## src/rtl/ct_l2c_sram_pkg.sv

```systemverilog
`default_nettype none
// ============================================================================
// Module      : ct_l2c_sram_pkg
// Description : Shared types and constants for the L2C single-port SRAM
//               sequencer/arbiter: geometry constants, sequencer state
//               encoding and the requester payload struct.
// Revision    : 1.0 - initial release
// ============================================================================
package ct_l2c_sram_pkg;

    localparam int c_ADDR_WIDTH = 10;
    localparam int c_DATA_WIDTH = 128;
    localparam int c_DEPTH      = 1024;

    // Sequencer state: zero-fill sweep, then arbitrated service.
    typedef enum logic [0:0] {
        ST_INIT = 1'b0,
        ST_RUN  = 1'b1
    } state_t;

    // One requester's view of the SRAM port.
    typedef struct packed {
        logic                    vld;
        logic                    wr;
        logic [c_ADDR_WIDTH-1:0] addr;
        logic [c_DATA_WIDTH-1:0] wdata;
        logic [c_DATA_WIDTH-1:0] wmask;
    } req_t;

endpackage : ct_l2c_sram_pkg
`default_nettype wire

```

## src/rtl/ct_l2c_rr_arb2.sv

```systemverilog
`default_nettype none
// ============================================================================
// Module      : ct_l2c_rr_arb2
// Description : Two-way round-robin arbiter. A sole requester always wins;
//               on contention the requester selected by rr_ptr wins. After
//               any grant rr_ptr points at the requester that did not win.
// Ports       : clk      - clock
//               rst      - synchronous active-high reset (rr_ptr -> 0)
//               i_req    - request vector, bit N = requester N
//               o_gnt    - one-hot grant, combinational from i_req/rr_ptr
// Revision    : 1.0 - initial release
// ============================================================================
module ct_l2c_rr_arb2 (
    input  logic       clk,
    input  logic       rst,
    input  logic [1:0] i_req,
    output logic [1:0] o_gnt
);

    logic r_rr_ptr;

    always_comb begin
        o_gnt = 2'b00;
        case (i_req)
            2'b01:   o_gnt = 2'b01;
            2'b10:   o_gnt = 2'b10;
            2'b11:   o_gnt = r_rr_ptr ? 2'b10 : 2'b01;
            default: o_gnt = 2'b00;
        endcase
    end

    // Winner 0 -> point at 1, winner 1 -> point at 0.
    always_ff @(posedge clk) begin
        if (rst) begin
            r_rr_ptr <= 1'b0;
        end else if (|i_req) begin
            r_rr_ptr <= ~o_gnt[1];
        end
    end

endmodule : ct_l2c_rr_arb2
`default_nettype wire

```

## src/rtl/ct_l2c_spsram_arb.sv

```systemverilog
`default_nettype none
// ============================================================================
// Module      : ct_l2c_spsram_arb
// Description : Sequencer and arbiter for one single-port L2C SRAM macro.
//               Optionally zero-fills every entry after reset, then shares
//               the port between two valid/grant requesters (round-robin).
//               Read data is returned one cycle after grant, tagged with the
//               requester index; writes return nothing.
// Config      : L2C_SRAM_INIT_EN - when defined, the post-reset zero-fill
//               sweep is present and init_done marks its completion; when
//               undefined the block starts in service and init_done = 1.
// Ports       : forever_cpuclk / cpurst      - clock, sync active-high reset
//               reqN_vld/wr/addr/wdata/wmask - requester N payload (N=0,1)
//               reqN_gnt                     - requester N accepted this cycle
//               rd_vld/rd_id/rd_data         - read return (rd_data = sram_q)
//               init_done                    - port open to requesters
//               sram_cen/gwen/wen/a/d        - macro pins (active-low enables)
//               sram_q                       - macro read data
// Revision    : 1.0 - initial release
// ============================================================================
module ct_l2c_spsram_arb
    import ct_l2c_sram_pkg::*;
#(
    parameter int ADDR_WIDTH = c_ADDR_WIDTH,
    parameter int DATA_WIDTH = c_DATA_WIDTH,
    parameter int DEPTH      = c_DEPTH
) (
    input  logic                  forever_cpuclk,
    input  logic                  cpurst,
    input  logic                  req0_vld,
    input  logic                  req0_wr,
    input  logic [ADDR_WIDTH-1:0] req0_addr,
    input  logic [DATA_WIDTH-1:0] req0_wdata,
    input  logic [DATA_WIDTH-1:0] req0_wmask,
    input  logic                  req1_vld,
    input  logic                  req1_wr,
    input  logic [ADDR_WIDTH-1:0] req1_addr,
    input  logic [DATA_WIDTH-1:0] req1_wdata,
    input  logic [DATA_WIDTH-1:0] req1_wmask,
    output logic                  req0_gnt,
    output logic                  req1_gnt,
    output logic                  rd_vld,
    output logic                  rd_id,
    output logic [DATA_WIDTH-1:0] rd_data,
    output logic                  init_done,
    output logic                  sram_cen,
    output logic                  sram_gwen,
    output logic [DATA_WIDTH-1:0] sram_wen,
    output logic [ADDR_WIDTH-1:0] sram_a,
    output logic [DATA_WIDTH-1:0] sram_d,
    input  logic [DATA_WIDTH-1:0] sram_q
);

    // The sweep counter relies on wrapping exactly at the last entry.
    if (DEPTH != (1 << ADDR_WIDTH)) begin : g_depth_chk
        $error("DEPTH must equal 2**ADDR_WIDTH");
    end

    req_t       w_req0;
    req_t       w_req1;
    req_t       w_win;
    logic [1:0] w_gnt;
    logic       w_run;
    logic       w_open;
    logic       w_issue;
    logic       r_rd_vld;
    logic       r_rd_id;

`ifdef L2C_SRAM_INIT_EN
    state_t                r_state;
    state_t                w_state_nxt;
    logic [ADDR_WIDTH-1:0] r_cnt;

    always_ff @(posedge forever_cpuclk) begin
        if (cpurst) begin
            r_state <= ST_INIT;
            r_cnt   <= '0;
        end else begin
            r_state <= w_state_nxt;
            if (r_state == ST_INIT) begin
                r_cnt <= r_cnt + 1'b1;
            end
        end
    end

    always_comb begin
        w_state_nxt = r_state;
        if (r_state == ST_INIT && r_cnt == ADDR_WIDTH'(DEPTH - 1)) begin
            w_state_nxt = ST_RUN;
        end
    end

    assign w_run = (r_state == ST_RUN);
`else
    assign w_run = 1'b1;
`endif

    assign init_done = w_run;

    // Requests are only visible to the arbiter in service and out of reset,
    // so the arbiter pointer never moves during the sweep or reset.
    assign w_open = w_run & ~cpurst;

    assign w_req0 = '{vld: req0_vld, wr: req0_wr, addr: req0_addr,
                      wdata: req0_wdata, wmask: req0_wmask};
    assign w_req1 = '{vld: req1_vld, wr: req1_wr, addr: req1_addr,
                      wdata: req1_wdata, wmask: req1_wmask};

    ct_l2c_rr_arb2 u_arb (
        .clk   (forever_cpuclk),
        .rst   (cpurst),
        .i_req ({w_req1.vld, w_req0.vld} & {2{w_open}}),
        .o_gnt (w_gnt)
    );

    assign req0_gnt = w_gnt[0];
    assign req1_gnt = w_gnt[1];
    assign w_win    = w_gnt[1] ? w_req1 : w_req0;
    assign w_issue  = (|w_gnt) & w_win.vld;

    // Pin mux: reset forces idle, then sweep write, then granted access.
    always_comb begin
        sram_cen  = 1'b1;
        sram_gwen = 1'b1;
        sram_wen  = '1;
        sram_a    = '0;
        sram_d    = '0;
        if (cpurst) begin
            sram_cen = 1'b1;
`ifdef L2C_SRAM_INIT_EN
        end else if (r_state == ST_INIT) begin
            sram_cen  = 1'b0;
            sram_gwen = 1'b0;
            sram_wen  = '0;
            sram_a    = r_cnt;
`endif
        end else if (w_issue) begin
            sram_cen = 1'b0;
            sram_a   = w_win.addr;
            if (w_win.wr) begin
                sram_gwen = 1'b0;
                sram_wen  = ~w_win.wmask;
                sram_d    = w_win.wdata;
            end
        end
    end

    always_ff @(posedge forever_cpuclk) begin
        if (cpurst) begin
            r_rd_vld <= 1'b0;
            r_rd_id  <= 1'b0;
        end else begin
            r_rd_vld <= w_issue & ~w_win.wr;
            if (w_issue && !w_win.wr) begin
                r_rd_id <= w_gnt[1];
            end
        end
    end

    assign rd_vld  = r_rd_vld;
    assign rd_id   = r_rd_id;
    assign rd_data = sram_q;

endmodule : ct_l2c_spsram_arb
`default_nettype wire

```

## config.mk

```make
export PLATFORM = sky130hd
export DESIGN_NAME = ct_l2c_spsram_arb
export DESIGN_NICKNAME = d
export VERILOG_FILES = /design/src/rtl/ct_l2c_sram_pkg.sv /design/src/rtl/ct_l2c_rr_arb2.sv /design/src/rtl/ct_l2c_spsram_arb.sv
export SDC_FILE = /design/constraint.sdc
export NUM_CORES = 1
export LEC_CHECK = 0
export ABC_CLOCK_PERIOD_IN_PS = 3000
export CORE_AREA = 2 2 413 415
export CTS_BUF_LIST = sky130_fd_sc_hd__clkbuf_2
export CTS_CLUSTER_SIZE = 20
export DETAILED_ROUTE_END_ITERATION = 10
export DIE_AREA = 0 0 415 417
export GPL_ROUTABILITY_DRIVEN = 0
export HOLD_SLACK_MARGIN = 0.03
export PLACE_DENSITY = 0.3
export SLEW_MARGIN = 20
export SYNTH_ARGS = -nofsm -noshare
export SYNTH_HDL_FRONTEND = slang
export SYNTH_SLANG_ARGS = --single-unit
```

## constraint.sdc

```tcl
create_clock -name forever_cpuclk -period 3 [get_ports forever_cpuclk]
set_clock_uncertainty 0.15 [all_clocks]
set_input_delay 0.3 -clock forever_cpuclk [delete_from_list [all_inputs] [get_ports forever_cpuclk]]
set_output_delay 0.3 -clock forever_cpuclk [all_outputs]
set_load 0.01 [all_outputs]
```

Yosys cells after proc, flatten, opt, wreduce, memory -nomap -nowiden
Cells that the tools add are included.

storage, ports and cells
  flip-flop bits (word level) = 3
  output and inout port bits = 401
  word-level logic and storage cells = 33

cells by class
  eq/ne operators = 3
  multiplexer cells = 16
  bitwise gates (word level) = 7
  reduce and logical (&&, ||, !) cells = 4

operator list
  kind                                                                    number
  128-bit two-way mux                                                     6
  268-bit two-way mux                                                     1
  128-bit NOT                                                             1
  10-bit two-way mux                                                      2
  2-bit one-hot mux with 3 select lines                                   1
  1-bit two-way mux                                                       5
  2-bit equality test (second input constant)                             2
  2-bit OR reduction                                                      2
  1-bit NOT                                                               3
  1-bit AND                                                               2
  2-bit AND                                                               1
  2-bit by 1-bit equality test with 1-bit output (second input constant)  1
  2-bit two-way mux                                                       1
  1-bit logical AND                                                       1
  1-bit zero test                                                         1

Depth between registers and ports, before layout
Gate-level depths: netlist of the first run.

  depth after elaboration = 9
  gate-level depth with buffers = 6
  gate-level depth less buffers = 3

Cells and area by module
A second synthesis of the first run with hierarchy kept.

unflattened totals
  cell total of the unflattened synthesis = 834
  area, all modules = 7538.5 um2

by module, submodules not included
  module             instances  cells an instance  area an instance (um2)  sequential area each (um2)
  ct_l2c_spsram_arb  1          828                7488.4                  40.0
  ct_l2c_rr_arb2     1          6                  50.0                    20.0

Least setup slack after synthesis of the first run
No wires, ideal clock.

  kind = in2out
  from = input port req0_vld
  to = output port sram_d[37]
  data arrival time = 1.537 ns
  data required time = 2.550 ns
  slack = 1.013 ns
  stages = 6
  buffers on the path = 3
  path through = a21bo_1 > or3b_1 > buf_2 > buf_6 > buf_6 > a22oi_1

on the way
  word-level cells in the longest chain between the ends = 7
  elaborated cells between the ends (all ways) = 11

ends and longest elaborated chain
  item                                                                                   RTL line                                            source
  start: declaration                                                                     ct_l2c_spsram_arb.sv:30                             input logic req0_vld,
  2-bit AND                                                                              ct_l2c_spsram_arb.sv:112                            .i_req ({w_req1.vld, w_req0.vld} & {2{w_open}}),
  2-bit equality test or 2-bit by 1-bit equality test with 1-bit output (tied branches)  ct_l2c_rr_arb2.sv:24                                case (i_req)
  2-bit one-hot mux with 3 select lines                                                  ct_l2c_rr_arb2.sv:24
  268-bit two-way mux or 2-bit OR reduction (tied branches)                              ct_l2c_spsram_arb.sv:118, ct_l2c_spsram_arb.sv:119
  128-bit two-way mux or 1-bit AND (tied branches)                                       ct_l2c_spsram_arb.sv:140, ct_l2c_spsram_arb.sv:119
  128-bit two-way mux (*)                                                                ct_l2c_spsram_arb.sv:137                            end else if (w_issue) begin
  128-bit two-way mux (*)                                                                ct_l2c_spsram_arb.sv:128                            if (cpurst) begin
  end: declaration                                                                       ct_l2c_spsram_arb.sv:50                             output logic [DATA_WIDTH-1:0] sram_d,

Mark *: on every way between the ends. The rest lies on a longest branch, timed or not.

Worst setup path after layout of the first run
  from = input port req0_vld
  to = output port sram_a[3]

on the way
  word-level cells in the longest chain between the ends = 7
  elaborated cells between the ends (all ways) = 10

ends and longest elaborated chain
  item                                                                                   RTL line                                            source
  2-bit AND                                                                              ct_l2c_spsram_arb.sv:112
  2-bit equality test or 2-bit by 1-bit equality test with 1-bit output (tied branches)  ct_l2c_rr_arb2.sv:24
  2-bit one-hot mux with 3 select lines                                                  ct_l2c_rr_arb2.sv:24
  2-bit OR reduction or 268-bit two-way mux (tied branches)                              ct_l2c_spsram_arb.sv:119, ct_l2c_spsram_arb.sv:118
  1-bit AND                                                                              ct_l2c_spsram_arb.sv:119                            assign w_issue = (|w_gnt) & w_win.vld;
  10-bit two-way mux (*)                                                                 ct_l2c_spsram_arb.sv:137
  10-bit two-way mux (*)                                                                 ct_l2c_spsram_arb.sv:128
  end: declaration                                                                       ct_l2c_spsram_arb.sv:49                             output logic [ADDR_WIDTH-1:0] sram_a,

Marked as above.

==> run_results.csv, run 1 <==
group,metric,value,unit
timing,max_slew_margin,0.462,
power_and_ir_drop,power.leakage,6.81,nW
timing,hold_viol_final,0,
clocking,cts_buffer_depth,2,
clocking,cts_root_buffer,"clkbuf_2",
final_layout,areaGrowthSynthToFinish,172,%
place,dp_slack,-509,ps
global_route,grt_pass1_vias,12800,
synthesis,syn_avg_cell_area,6.18,µm²
setup_path,r2r-start,"u_arb.r_rr_ptr$_SDFFE_PP0P_",
synthesis,synth-seq-area-share,0.00862,
die,coreArea,169000,µm²
power_and_ir_drop,power.density,144,nW/µm²
timing,tns,0,ps
die,num_rows,151,
synthesis,syn_area,6970,µm²
power_and_ir_drop,ir_drop,0.0536,mV
die,dieArea,173000,µm²
detailed_routing,wl,107,mm
worst_hold_path,hold_path_class,"reg -> reg",
detailed_routing,drt-pass1-iter-count,5,
place,portBuffers,809,
setup_path,cp-end-kind,"output pin",
timing,fmax,0.338,GHz
clocking,ctsHoldBuffers,0,
final_layout,fill_cells,19600,
timing,slew_viol_final,0,
global_route,gr-total-overflow,0,
synthesis,syn_inst,1128,
global_route,grt_max_degree,50,
setup_path,required,2550,ps
place,dp_hpwl,92.2,mm
detailed_routing,drc,0,
clocking,htree_levels,1,
setup_path,cp_max_fo,31,
synthesis,yosys.cell_types.count,24,
worst_hold_path,holdPathStages,2,
final_layout,final_cell_area,19000,µm²
worst_hold_path,hold_end,"rd_id$_SDFFE_PP0P_",
global_route,grt_use_total,0.116,
final_layout,fin_nets,2544,
run,cap_violations,0,
run_status,status,"finished clean",
synthesis,synth_fp_nets,1794,
timing,finalWorstPathRequiredPeriod,2960,ps
timing,whs,379,ps
die,initial_core_util,0.0414,
detailed_routing,routed-via-count,12600,
setup_path,start_kind,"input port",
global_route,grt_pass1_wl,135,mm
die,ios,1067,
final_layout,final_cell_mix,"clkdlybuf4s50_1 (634), nand3_1 (266), o21ai_0 (263)",
detailed_routing,vias_per_cell,3.07,
timing,rsz0062_at_grt,"true",
clocking,cts_tree,"yes",
global_route,antenna_found_initial,16,
setup_path,crit_type,"in -> out",
worst_hold_path,hp-start,"rd_id$_SDFFE_PP0P_",
timing,finalSetupViolCount,0,
setup_path,r2r_cells,5,
clocking,insertion_delay,220,ps
clocking,cts.sinks,3,
setup_path,regToRegEndpoint,"rd_vld$_SDFF_PP0_",
final_layout,final_common_cell,"clkdlybuf4s50_1",
detailed_routing,postRouteAntennaNets,0,
setup_path,reg2reg_setup_slack,1420,ps
place,place_area,18400,µm²
die,die_y,417,µm
synthesis,ys_warn_count,0,
timing,post-route-period-util,0.986,
detailed_routing,wl_per_cell,26.2,µm
synthesis,ys_ff_latch,3,
final_layout,drive_gt1_frac,0.209,
die,dieWidth,415,µm
timing,worstMarginPinSlew,798,ps
detailed_routing,drt_iter0_markers,915,
clocking,clkTransAtPathRegs,60,ps
timing,setup_ws,41.1,ps
setup_path,worstPathArrival,2510,ps
power_and_ir_drop,total_power,0.00272,W
clocking,cts_buffers,3,
==> state kept, by name, indices dropped and copies added, names as in the netlist <==
| register | count |
|---|---|
| rd_id | 1 |
| u_arb.r_rr_ptr | 1 |
| rd_vld | 1 |
==> critical path: stages <==
cell,delay (ps)
dlygate4sd2_1,260
buf_4,150
nor2b_4,130
buf_4,150
buf_12,160
o21ai_0,660
a21oi_1,160
clkdlybuf4s50_1,510
==> cell usage after synthesis (all sizes together) <==
library cell,n,area share
nor2b,3,0.0027
or3b,1,0.0013
dfxtp,3,0.0086
and3b,1,0.0013
or2b,1,0.0011
o21ai,267,0.19
clkbuf,116,0.062
a22o,128,0.16
a22oi,129,0.16
a21oi,11,0.0079
nand2b,2,0.0018
o21bai,2,0.0022
nor3,1,0.00072
a21bo,1,0.0014
nor2,2,0.0011
and2,1,0.00090
nand3,267,0.19
buf,191,0.21
conb,1,0.00054
==> per-stage QoR <==
stage | utilization | instances
final | 0.112 | 4098
after global routing | 0.112 | 4096
after CTS | 0.112 | 4096
after detailed placement | 0.109 | 4076
after global placement | 0.109 | 4076
after floorplan | - | 1128
==> report_power, final <==
group	internal, W	switching [W]
clock network	0.0000353	0.0000265
logic	0.00142	0.00120
registers	0.0000421	0.00000220
total	0.00150	0.00123
==> area by class of cell <==
cell class              count  area, µm²  area share
repair buffers           1052      10900       0.575
diodes                      3       7.51    0.000396
well taps                2218       2780       0.146
multi-input cells         818       5190       0.274
clock buffers               4       20.0     0.00106
flip-flops and latches      3       63.8     0.00337
==> layer usage <==
metal | GRT usage | part of all wire | up-vias
met5 | 0.00556 | 0.0012 | -
met1 | 0.126 | 0.37 | 6180
li1 | - | - | 5666
met2 | 0.200 | 0.49 | 626
met4 | 0.0236 | 0.024 | 4
met3 | 0.0607 | 0.12 | 113
==> how the worst max path moves through the flow <==
stage,from,depth (start not counted),endpoint,slack (ps)
after global routing,u_arb.r_rr_ptr$_SDFFE_PP0P_,9,sram_d[4],-40
final,req0_vld,8,sram_a[3],40
after floorplan,req0_vld,6,sram_d[37],1010
after CTS,u_arb.r_rr_ptr$_SDFFE_PP0P_,9,sram_d[4],-40
after global placement,req0_vld,9,sram_d[4],-490
after detailed placement,req0_vld,9,sram_d[4],-510
==> what timing repair did <==
action,4_1_cts,5_1_grt
gates cloned,5,0
pin swaps,6,3
setup buffers,11,0
endpoints found under the setup margin,248,103
resized for setup,72,65
==> cell families (layout without fill, tap and decap cells) <==
kind of cell           Yosys count  after routing  synth area share
AO/OA/AOI/OAI                  538            538             0.520
flip-flops                       3              3           0.00862
AND/OR/NAND/NOR                279            279             0.203
other                            1              4          0.000538
buffers and inverters          307           1056             0.269
Power figures use the tool's default switching activity.
==> inputs of run 2 (changes only) <==
- ABC_AREA: unset -> 1
- CORE_AREA: 2 2 413 415 -> 2 2 410 412
- DIE_AREA: 0 0 415 417 -> 0 0 412 414
- TNS_END_PERCENT: unset -> 100
==> run_results.csv, run 2 <==
group,metric,value,unit
synthesis,yosys.cell_count.top_type,"nand2_1",
global_route,grt_pass1_vias,10500,
die,num_rows,150,
place,dp_hpwl,95.1,mm
global_route,grt_max_degree,36,
clocking,htree_levels,1,
detailed_routing,wl_per_cell,24.9,µm
clocking,cts_tree,"yes",
synthesis,synth-edff-count,0,
die,initial_core_util,0.0315,
place,portBuffers,809,
final_layout,areaGrowthSynthToFinish,227,%
timing,hold_viol_final,0,
die,coreArea,166000,µm²
synthesis,synth_flop_cell,"dfxtp_1",
clocking,insertion_delay,210,ps
die,dieWidth,412,µm
synthesis,yosys.cell_types.count,18,
global_route,grt_use_total,0.113,
timing,rsz0062_at_grt,"true",
worst_hold_path,holdPathStages,2,
synthesis,yosysTopAreaCell,"nand2_1",
clocking,clkTransAtPathRegs,40,ps
synthesis,synth_fp_nets,1837,
setup_path,crit_type,"in -> out",
final_layout,final_cell_mix,"nand2_1 (772), clkdlybuf4s50_1 (582), buf_4 (175)",
timing,post-route-period-util,0.995,
setup_path,cp-end-kind,"output pin",
setup_path,cp_max_fo,35,
die,ios,1067,
synthesis,syn_area,5230,µm²
detailed_routing,vias_per_cell,2.57,
clocking,cts_buffers,3,
global_route,gr-total-overflow,0,
worst_hold_path,hold_end,"u_arb.r_rr_ptr$_SDFFE_PP0P_",
clocking,ctsHoldBuffers,0,
synthesis,ys_warn_count,0,
detailed_routing,drc,0,
final_layout,drive_gt1_frac,0.162,
timing,slew_viol_final,0,
setup_path,r2r-start,"u_arb.r_rr_ptr$_SDFFE_PP0P_",
timing,tns,0,ps
global_route,grt_pass1_wl,124,mm
setup_path,required,2550,ps
run_status,status,"finished clean",
setup_path,start_kind,"input port",
global_route,antenna_found_initial,59,
setup_path,regToRegEndpoint,"rd_id$_SDFFE_PP0P_",
power_and_ir_drop,power.density,152,nW/µm²
detailed_routing,routed-via-count,10600,
clocking,cts_buffer_depth,2,
power_and_ir_drop,ir_drop,0.0403,mV
timing,finalSetupViolCount,0,
synthesis,synth-seq-area-share,0.0115,
setup_path,r2r_cells,8,
detailed_routing,wl,103,mm
final_layout,fill_cells,19700,
synthesis,syn_inst,1171,
detailed_routing,drt_iter0_markers,691,
timing,fmax,0.335,GHz
power_and_ir_drop,total_power,0.00261,W
clocking,cts.sinks,3,
timing,worstMarginPinSlew,516,ps
synthesis,yosys-top-cells-count,"nand2_1 (775), buf_4 (134), a21oi_1 (131)",
final_layout,fin_nets,2580,
setup_path,reg2reg_setup_slack,1520,ps
run,cap_violations,0,
power_and_ir_drop,power.leakage,7.26,nW
detailed_routing,drt-pass1-iter-count,6,
worst_hold_path,hold_path_class,"in -> reg",
synthesis,ys_ff_latch,3,
die,dieArea,171000,µm²
synthesis,ys_top_cells_by_area,"nand2_1 (56%), buf_4 (19%), a21oi_1 (13%), buf_2 (5.1%), clkbuf_1 (1.7%)",
synthesis,synth_top_cell_area_share,0.556,
clocking,cts_root_buffer,"clkbuf_2",
die,die_y,414,µm
synthesis,syn_avg_cell_area,4.47,µm²
timing,finalWorstPathRequiredPeriod,2980,ps
detailed_routing,postRouteAntennaNets,0,
final_layout,final_common_cell,"nand2_1",
worst_hold_path,hp-start,"cpurst",
timing,max_slew_margin,0.655,
setup_path,worstPathArrival,2530,ps
synthesis,async_reset_ff_frac,0,
## run 2: kinds of logic after synthesis
kind of cell,Yosys count,synth area share
and+or+nand+nor,802,0.580
buffers and inverters,224,0.272
AOI/OAI and AO/OA,141,0.135
DFF,3,0.0115
other,1,0.000717
## run 2: final cells by class
class | instances | area [µm²] | share of cell area
Clock buffer | 4 | 20.0 | 0.00117
Tap cell | 2204 | 2760 | 0.161
Antenna cell | 6 | 15.0 | 0.000878
Timing Repair Buffer | 954 | 10300 | 0.603
Sequential cell | 3 | 60.1 | 0.00351
Inverter | 8 | 58.8 | 0.00344
Multi-Input combinational cell | 944 | 3880 | 0.227
## run 2: per-stage QoR
stage | util | hold slack, ps | std cells | area [µm²] | worst slack (ps)
6_report | 0.103 | 262 | 4123 | 17100 | 16.0
5_1_grt | 0.103 | 275 | 4117 | 17100 | -49.2
4_1_cts | 0.101 | 295 | 4115 | 16700 | -1.37
3_5_place_dp | 0.100 | 288 | 4111 | 16700 | -167
3_3_place_gp | 0.100 | 285 | 4111 | 16700 | -231
2_1_floorplan | - | 219 | 1171 | 5230 | 1300
## run 2: routing by layer
metal / GRT usage / wire length, µm / vias to the layer above
met3: 0.0569 / 12900 / 114
met4: 0.0148 / 1860 / 54
met2: 0.193 / 48700 / 733
met1: 0.126 / 38800 / 4780
li1: - / - / 4930
met5: 0.00791 / 368 / -
## run 2: worst max path at each step
stage,start,end,slack (ps),cells past startpoint
global route,req1_vld,sram_d[92],-50,10
global placement,cpurst,sram_d[16],-230,11
floorplan,u_arb.r_rr_ptr$_SDFFE_PP0P_,sram_d[100],1300,7
detailed placement,req0_vld,sram_d[16],-170,11
finish,req0_vld,sram_d[112],20,8
CTS,req1_vld,sram_wen[81],-1,12
## run 2: timing repair
item / in CTS / in global routing
gates cloned: 0 / 2
endpoints found under the setup margin: 63 / 124
pin swaps: 1 / 4
setup buffers: 0 / 0
resized for setup: 25 / 113
## run 2: worst max-delay path, stage by stage
cell and delay [ps]:
clkdlybuf4s50_1 540, nand2_4 100, nand2_8 140, buf_8 220
buf_12 220, nand2_1 210, a21oi_1 180, clkdlybuf4s50_1 550
## run 2: report_power, final
part,switching (W),internal [W],total (W)
logic,0.00116,0.00134,0.00251
clock network,0.0000216,0.0000351,0.0000568
registers,0.00000151,0.0000432,0.0000447
total,0.00119,0.00142,0.00261
